<file path="config.mk">
export PLATFORM = sky130hd
export DESIGN_NAME = nz_voice_arbiter
export DESIGN_NICKNAME = d
export VERILOG_FILES = /design/src/rtl/nz_voice_arbiter.sv
export SDC_FILE = /design/constraint.sdc
export NUM_CORES = 1
export LEC_CHECK = 0
export CAP_MARGIN = 30
export CORE_MARGIN = 3
export CORE_UTILIZATION = 45
export CTS_BUF_LIST = sky130_fd_sc_hd__clkbuf_2
export CTS_CLUSTER_DIAMETER = 40
export DETAILED_ROUTE_END_ITERATION = 16
export PLACE_DENSITY = 0.82
export REMOVE_ABC_BUFFERS = 1
export SYNTH_ARGS = -nofsm -noshare
export SYNTH_HDL_FRONTEND = slang
export SYNTH_SLANG_ARGS = --single-unit
</file>
<file path="constraint.sdc">
create_clock -name clk50mhz -period 2.5 [get_ports clk50mhz]
set_input_delay 0.25 -clock clk50mhz [delete_from_list [all_inputs] [get_ports clk50mhz]]
set_output_delay 0.25 -clock clk50mhz [all_outputs]
set_load 0.01 [all_outputs]
</file>
<file path="src/rtl/nz_voice_arbiter.sv">
// rtl/nz_voice_arbiter.sv - noise voice arbiter between music sequencer and sound-effect engine
// Optional feature macro: NZ_ARB_RESUME_EN (resume a pre-empted music note after the effect)
// cfg layout, MSB first: note[5:0], length[2:0], atk[1:0], dec[1:0], fx_sel[1:0], optA[1:0], optB[1:0] (19 bits)
module nz_voice_arbiter #(
  parameter int DUR_SCALE = 4,
  parameter int GAP_TICKS = 1,
  parameter int CNT_W     = 6
) (
  input  logic        clk50mhz,
  input  logic        rst,
  input  logic        note_tick,
  input  logic        mus_valid,
  output logic        mus_ready,
  input  logic [18:0] mus_cfg,
  input  logic        sfx_valid,
  output logic        sfx_ready,
  input  logic [18:0] sfx_cfg,
  output logic [5:0]  ch_note,
  output logic [2:0]  ch_length,
  output logic [1:0]  ch_atk,
  output logic [1:0]  ch_dec,
  output logic [1:0]  ch_fx_sel,
  output logic [1:0]  ch_optA,
  output logic [1:0]  ch_optB,
  output logic        ch_rst,
  output logic        owner,
  output logic        busy,
  output logic        done,
  output logic        preempt
);

  typedef enum logic [1:0] {IDLE = 2'd0, START = 2'd1, PLAY = 2'd2, GAP = 2'd3} state_t;

  state_t           state, state_nxt;
  logic [CNT_W-1:0] cnt, cnt_nxt;
  logic [18:0]      cfg_q, cfg_nxt;
  logic             owner_nxt, done_nxt, preempt_nxt;
  logic [CNT_W-1:0] play_dur;

  // Full play length of a note in ticks, kept at counter width
  function automatic logic [CNT_W-1:0] dur_of(input logic [2:0] len);
    return (CNT_W'(len) + CNT_W'(1)) * CNT_W'(DUR_SCALE);
  endfunction

`ifdef NZ_ARB_RESUME_EN
  logic             pend_q, pend_nxt;
  logic [18:0]      save_cfg_q, save_cfg_nxt;
  logic [CNT_W-1:0] save_left_q, save_left_nxt;
  logic [CNT_W-1:0] dur_q, dur_nxt;
  // A resumed note plays only its leftover ticks, so the target is latched per note
  assign play_dur = dur_q;
`else
  assign play_dur = dur_of(cfg_q[12:10]);
`endif

  assign ch_note   = cfg_q[18:13];
  assign ch_length = cfg_q[12:10];
  assign ch_atk    = cfg_q[9:8];
  assign ch_dec    = cfg_q[7:6];
  assign ch_fx_sel = cfg_q[5:4];
  assign ch_optA   = cfg_q[3:2];
  assign ch_optB   = cfg_q[1:0];
  assign ch_rst    = (state == START);
  assign busy      = (state != IDLE);

  // State, latched settings, tick counter and one-cycle status pulses
  always_ff @(posedge clk50mhz or posedge rst) begin
    if (rst) begin
      state   <= IDLE;
      cnt     <= '0;
      cfg_q   <= '0;
      owner   <= 1'b0;
      done    <= 1'b0;
      preempt <= 1'b0;
`ifdef NZ_ARB_RESUME_EN
      pend_q      <= 1'b0;
      save_cfg_q  <= '0;
      save_left_q <= '0;
      dur_q       <= '0;
`endif
    end else begin
      state   <= state_nxt;
      cnt     <= cnt_nxt;
      cfg_q   <= cfg_nxt;
      owner   <= owner_nxt;
      done    <= done_nxt;
      preempt <= preempt_nxt;
`ifdef NZ_ARB_RESUME_EN
      pend_q      <= pend_nxt;
      save_cfg_q  <= save_cfg_nxt;
      save_left_q <= save_left_nxt;
      dur_q       <= dur_nxt;
`endif
    end
  end

  // Grant decisions, note timing and next-state selection
  always_comb begin
    state_nxt   = state;
    cnt_nxt     = cnt;
    cfg_nxt     = cfg_q;
    owner_nxt   = owner;
    done_nxt    = 1'b0;
    preempt_nxt = 1'b0;
    mus_ready   = 1'b0;
    sfx_ready   = 1'b0;
`ifdef NZ_ARB_RESUME_EN
    pend_nxt      = pend_q;
    save_cfg_nxt  = save_cfg_q;
    save_left_nxt = save_left_q;
    dur_nxt       = dur_q;
`endif
    case (state)
      IDLE: begin
        sfx_ready = 1'b1;
        mus_ready = !(mus_valid && sfx_valid);
`ifdef NZ_ARB_RESUME_EN
        if (pend_q) mus_ready = 1'b0;
`endif
        if (sfx_valid) begin
          cfg_nxt   = sfx_cfg;
          owner_nxt = 1'b1;
          cnt_nxt   = '0;
          state_nxt = START;
`ifdef NZ_ARB_RESUME_EN
          dur_nxt   = dur_of(sfx_cfg[12:10]);
        end else if (pend_q) begin
          cfg_nxt   = save_cfg_q;
          owner_nxt = 1'b0;
          cnt_nxt   = '0;
          dur_nxt   = save_left_q;
          pend_nxt  = 1'b0;
          state_nxt = START;
`endif
        end else if (mus_valid) begin
          cfg_nxt   = mus_cfg;
          owner_nxt = 1'b0;
          cnt_nxt   = '0;
          state_nxt = START;
`ifdef NZ_ARB_RESUME_EN
          dur_nxt   = dur_of(mus_cfg[12:10]);
`endif
        end
      end
      START: begin
        state_nxt = PLAY;
      end
      PLAY: begin
        sfx_ready = !owner;
        // Pre-emption outranks both a normal tick and the final tick of the note
        if (sfx_valid && !owner) begin
`ifdef NZ_ARB_RESUME_EN
          pend_nxt      = 1'b1;
          save_cfg_nxt  = cfg_q;
          save_left_nxt = play_dur - cnt;
          dur_nxt       = dur_of(sfx_cfg[12:10]);
`endif
          cfg_nxt     = sfx_cfg;
          owner_nxt   = 1'b1;
          cnt_nxt     = '0;
          preempt_nxt = 1'b1;
          state_nxt   = START;
        end else if (note_tick) begin
          if (cnt + CNT_W'(1) == play_dur) begin
            done_nxt  = 1'b1;
            cnt_nxt   = '0;
            state_nxt = (GAP_TICKS == 0) ? IDLE : GAP;
          end else begin
            cnt_nxt = cnt + CNT_W'(1);
          end
        end
      end
      GAP: begin
        if (note_tick) begin
          if (cnt + CNT_W'(1) == CNT_W'(GAP_TICKS)) begin
            cnt_nxt   = '0;
            state_nxt = IDLE;
          end else begin
            cnt_nxt = cnt + CNT_W'(1);
          end
        end
      end
      default: state_nxt = IDLE;
    endcase
  end

endmodule

</file>
==> flow_metrics.py, run 1 <==
metrics = {
    "synth": {
        "ys_types": 49,
        "netlist_top_cells_count": "dfrtp_1, nor2_1, a21oi_1",
        "avgSynthCellArea_um2": 9.549,
        "yosys.area_share.adder_pct": 2.069,
        "ys_seq_area_share_pct": 41.38,
        "synthSimpleGateAreaFrac_pct": 15.86,
        "synth_top_family_by_area": "compound AO/OA/AOI/OAI gates",
        "syn_inst": 190,
        "synth-edff-count": 0,
        "syn_area_um2": 1814,
        "synth_largest_area_cell": "dfrtp_1",
        "synth-compound-area-share_pct": 20.48,
        "synth_most_common_cell": "dfrtp_1",
        "async_flop_share_pct": 100.0,
        "synth_ff_type": "dfrtp_1",
        "synth_warnings": 0,
        "synth_top_area_share_pct": 41.38,
        "yosys-top-cells-area": "dfrtp_1, mux2i_1, a21oi_1",
        "synthXorXnorAreaFrac_pct": 4.966,
        "synth_mux_area_share_pct": 10.48,
        "ys_ff_latch": 30,
    },
    "layout": {
        "final-seq-area_um2": 750.7,
        "antennaDiodeCount": 0,
        "num-fill-cells": 299,
        "fin_util_pct": 68.12,
        "syn_to_final_growth_pct": 41.59,
        "nets": 304,
        "multi_input_area_um2": 977.2,
        "layout-drive-gt1-share_pct": 8.108,
        "fin_cells": 307,
    },
    "power_and_ir_drop": {
        "p_total_uw": 2638,
        "irDropWorstVdd_v": 0.0006893,
        "p_leak_uw": 0.001073,
        "power-per-cell-area_nw_per_um2": 1027,
    },
    "floorplanning": {
        "die_h_um": 69.50,
        "die_width_um": 69.50,
        "rows": 22,
        "boundaryPins": 69,
        "core_um2": 3771,
        "dieArea_um2": 4830,
        "start_util_pct": 48.11,
    },
    "min_path": {
        "hp-class": "in -> async",
    },
    "place": {
        "dp.cells": 299,
        "port_buffers": 68,
        "gp_congestion": 0.9483,
        "post-dp-hpwl_mm": 3.553,
    },
    "sta": {
        "finalCriticalPeriod_ns": 2.179,
        "fin_tns_setup_ns": 0,
        "worst_pin_slew_ns": 0.4438,
        "skew_ns": 0.01975,
        "fmaxAchievable_mhz": 458.8,
        "relSlewSlack_pct": 70.23,
        "hold_violations": 0,
        "setup_viol": 0,
        "slew_viol_final": 0,
        "whs_ns": 0.2637,
        "period_share_pct": 87.17,
        "grt_setup_unrepaired": "false",
    },
    "clock_tree": {
        "clk_latency_ns": 0.34,
        "cts_tree": "built",
        "cts_buffers": 5,
        "cts.sinks": 30,
        "clock_path_buffers": 2,
        "cts_setup_buffers": 0,
        "htree_levels": 2,
        "cts_resized": 0,
        "postCtsHoldBufs": 0,
        "clk_pin_slew_ns": 0.15,
        "clock-root-buffer": "clkbuf_2",
    },
    "global_routing": {
        "antenna_found_initial": 0,
        "grtUsageTotal_pct": 19.45,
        "grt_pass1_vias": 1609,
        "grt_max_degree": 31,
        "overflow": 0,
        "grt_pass1_wl_mm": 7.576,
    },
    "critical_path": {
        "critical_path.startpoint_type": "flip-flop",
        "cp_max_fo": 13,
        "required_ns": 2.25,
        "end_kind": "output port",
        "arrival_ns": 1.93,
        "path_class": "reg -> out",
    },
    "detailed_routing": {
        "drt_iter0_drc": 95,
        "wl_per_cell_um": 14.83,
        "antenna_left": 0,
        "remaining_drc_errors": 0,
        "via_per_inst": 5.450,
        "wirelength_mm": 4.553,
        "drt_pass1_iterations": 4,
        "vias": 1673,
    },
    "run_status": {
        "status": "finished clean",
    },
    "run": {
        "cap_violations": 0,
    },
}
cells in the final DEF (no fill, tap or decap), types with 3 or more instances in the layout:
cell type / instances
inv_1: 9
clkdlybuf4s50_1: 68
clkbuf_2: 5
mux2i_1: 19
clkinv_1: 3
nand4_1: 3
dfrtp_1: 30
buf_4: 4
a211oi_1: 3
nand2_1: 5
nand2b_1: 3
a21oi_1: 24
nor2_1: 26
o211ai_1: 3
nand3_1: 4
ha_1: 3
o21ai_0: 6
a21o_1: 3
where the power goes:
part	leakage [uW]	internal [uW]	switching, uW
Sequential	0.000352	677	198
Clock	0.0000255	59.8	148
Combinational	0.000696	831	724
worst max-delay path: stages (launching register included):
cell and delay, ns:
dfrtp_1 0.57, nor2_1 0.25, inv_1 0.10, a21oi_1 0.13, clkdlybuf4s50_1 0.55
flip-flops by register name (all words and copies together) (netlist names):
name	count
owner	1
state	2
cfg_q	19
preempt	1
cnt	6
done	1
metrics by stage:
stage	instance area (um2)	setup slack [ns]
2_1_floorplan	1762	0.3904
3_3_place_gp	2532	0.5999
3_5_place_dp	2532	0.5567
4_1_cts	2569	0.3059
5_1_grt	2569	0.1692
6_report	2569	0.3206
path summary, 6_finish.rpt:
check                       startpoint        end  slack (ns)  cells after the start
min in group clk50mhz      sfx_cfg[17]  cfg_q[17]        0.51                      3
min                                rst   cfg_q[2]        0.26                      3
max in group asynchronous          rst     cnt[5]        1.94                      3
max                           state[0]  mus_ready        0.32                      4
min reg2reg                  cfg_q[15]  cfg_q[15]        0.54                      2
max reg2reg                  cfg_q[10]     cnt[4]        0.58                      6
layout make-up:
type	count	share of cell area [%]
repair buffers	72	27.67
flip-flops and latches	30	29.23
clock inverters	3	0.4384
multi-input cells	140	38.04
well taps	48	2.338
inverters	9	1.315
clock buffers	5	0.9742
kinds of logic (layout without fill, tap and decap cells):
family	Yosys count	after routing
compound gates	56	56
simple gates	56	56
flops	30	30
buf+inv	20	89
mux	19	19
xor+xnor	6	6
fa+ha+maj	3	3
layer usage:
layer  share of wire, %  up-vias  GRT usage (%)
met5                  0        -              0
met4               0.88        0          7.809
met3                4.9        4          4.493
met2                 53       52          32.73
met1                 42      795          23.98
li1                   -      822              -
No activity file was read; power rests on OpenSTA's default activity.
==> run 2: changes to the inputs <==
--- a/config.mk
+++ b/config.mk
@@ -10,9 +10,11 @@
 export CORE_UTILIZATION = 45
 export CTS_BUF_LIST = sky130_fd_sc_hd__clkbuf_2
 export CTS_CLUSTER_DIAMETER = 40
+export CTS_CLUSTER_SIZE = 25
 export DETAILED_ROUTE_END_ITERATION = 16
-export PLACE_DENSITY = 0.82
+export PLACE_DENSITY = 0.93
 export REMOVE_ABC_BUFFERS = 1
+export SETUP_SLACK_MARGIN = 0.2
 export SYNTH_ARGS = -nofsm -noshare
 export SYNTH_HDL_FRONTEND = slang
 export SYNTH_SLANG_ARGS = --single-unit
==> run 2 against run 1 <==
Routed wire length down 2.7%. Fmax grew 1.3%. Count of clock-buffer cells in the layout is the same. Critical path depth unchanged. Non-clock buffer count shrank 1. Sequential share of layout area unchanged.
==> flow_metrics.py, run 2 (same netlist as run 1, synthesis figures left out) <==
metrics = {
    "run_status": {
        "status": "finished clean",
    },
    "global_routing": {
        "overflow": 0,
        "grtUsageTotal_pct": 18.91,
        "antenna_found_initial": 0,
        "grt_pass1_vias": 1638,
        "grt_max_degree": 27,
        "grt_pass1_wl_mm": 7.472,
    },
    "critical_path": {
        "required_ns": 2.25,
        "cpPeakStageDelay_ns": 0.57,
        "end_kind": "output port",
        "path_class": "reg -> out",
        "critPathTopFamily": "buffers and inverters",
        "worst_path_max_delay_cell": "dfrtp_1",
        "critical_path.startpoint_type": "flip-flop",
        "crit_chain": "nor2_2, inv_1, a21oi_1, clkdlybuf4s50_1",
        "path_buf_inv": 2,
        "arrival_ns": 1.90,
        "cp_max_fo": 13,
    },
    "layout": {
        "final_cell_mix": "clkdlybuf4s50_1, dfrtp_1, nor2_1, a21oi_1, mux2i_1",
        "fin_util_pct": 68.12,
        "antennaDiodeCount": 0,
        "top_regs": "cfg_q (19), cnt (6), state (2)",
        "regMostFlops": "cfg_q",
        "largest_reg_flops": 19,
        "nets": 303,
        "finalInstanceArea_um2": 2569,
        "layout-drive-gt1-share_pct": 8.915,
        "syn_to_final_growth_pct": 41.59,
        "fin_cells": 306,
        "final_common_cell": "clkdlybuf4s50_1",
    },
    "sta": {
        "skew_ns": 0.01562,
        "fmaxAchievable_mhz": 464.8,
        "worst_pin_slew_ns": 0.6990,
        "period_share_pct": 86.05,
        "relSlewSlack_pct": 53.29,
        "finalCriticalPeriod_ns": 2.151,
        "fin_tns_setup_ns": 0,
        "slew_viol_final": 0,
        "setup_viol": 0,
        "grt_setup_unrepaired": "false",
        "hold_violations": 0,
    },
    "place": {
        "gp_congestion": 0.9296,
        "placed_area_um2": 2525,
        "port_buffers": 68,
        "post-dp-hpwl_mm": 3.452,
        "dp.cells": 298,
    },
    "clock_tree": {
        "cts_resized": 0,
        "clk_pin_slew_ns": 0.16,
        "cts_buffers": 5,
        "clock-root-buffer": "clkbuf_2",
        "htree_levels": 2,
        "clock_path_buffers": 2,
        "cts_setup_buffers": 0,
        "cts_tree": "built",
        "cts.sinks": 30,
        "postCtsHoldBufs": 0,
        "clk_latency_ns": 0.36,
    },
    "detailed_routing": {
        "vias": 1654,
        "antenna_left": 0,
        "wl_per_cell_um": 14.47,
        "drt_pass1_iterations": 4,
        "remaining_drc_errors": 0,
        "drt_iter0_drc": 95,
        "wirelength_mm": 4.429,
        "via_per_inst": 5.405,
    },
    "floorplanning": {
        "die_h_um": 69.50,
        "die_width_um": 69.50,
        "start_util_pct": 48.11,
        "dieArea_um2": 4830,
        "core_um2": 3771,
        "rows": 22,
        "boundaryPins": 69,
    },
    "run": {
        "cap_violations": 0,
    },
    "min_path": {
        "hp-class": "in -> async",
    },
    "power_and_ir_drop": {
        "power-per-cell-area_nw_per_um2": 1029,
        "irDropWorstVdd_v": 0.0005739,
        "p_leak_uw": 0.001069,
    },
}
-- run 2: final timing paths --
kind | startpoint | slack (ns) | end | cells past startpoint
worst max-delay path | state[0] | 0.35 | mus_ready | 4
worst min-delay path | rst | 0.05 | cfg_q[0] | 2
worst max register to register | cfg_q[10] | 0.60 | cnt[5] | 6
worst min register to register | cfg_q[4] | 0.55 | cfg_q[4] | 2
max in group asynchronous | rst | 1.88 | cfg_q[10] | 3
min in group clk50mhz | sfx_cfg[5] | 0.50 | cfg_q[5] | 3
-- run 2: area by class of cell --
class	instances	area [um2]
timing repair buffer	71	703.2
multi-input combinational	140	979.7
clock buffer	5	25.02
sequential	30	750.7
inverter	9	33.78
tap	48	60.06
clock inverter	3	16.27
fill	289	1202
-- run 2: routing by layer --
layer  routed length (um)  global-route usage (%)  vias up  share of wire, %
met5                    0                       0        -                 0
met4                   52                   5.206        0               1.2
met3                  347                   5.652        8               7.8
met2                 2099                   30.83       56                47
met1                 1929                   24.38      774                44
li1                     -                       -      816                 -
-- run 2: power by group --
group          internal [uW]  switching [uW]  total [uW]
clock network           63.8             172         236
logic                    826             704        1530
registers                677             198         876
total                   1570            1070        2640
-- run 2: through the flow --
step	power, uW	setup slack [ns]	hold WS [ns]
2_1_floorplan	1753	0.3904	0.3408
3_3_place_gp	2377	0.5166	0.4541
3_5_place_dp	2426	0.4481	0.4550
4_1_cts	2660	0.2898	0.04971
5_1_grt	2842	0.2312	0.03596
6_report	2642	0.3487	0.04845
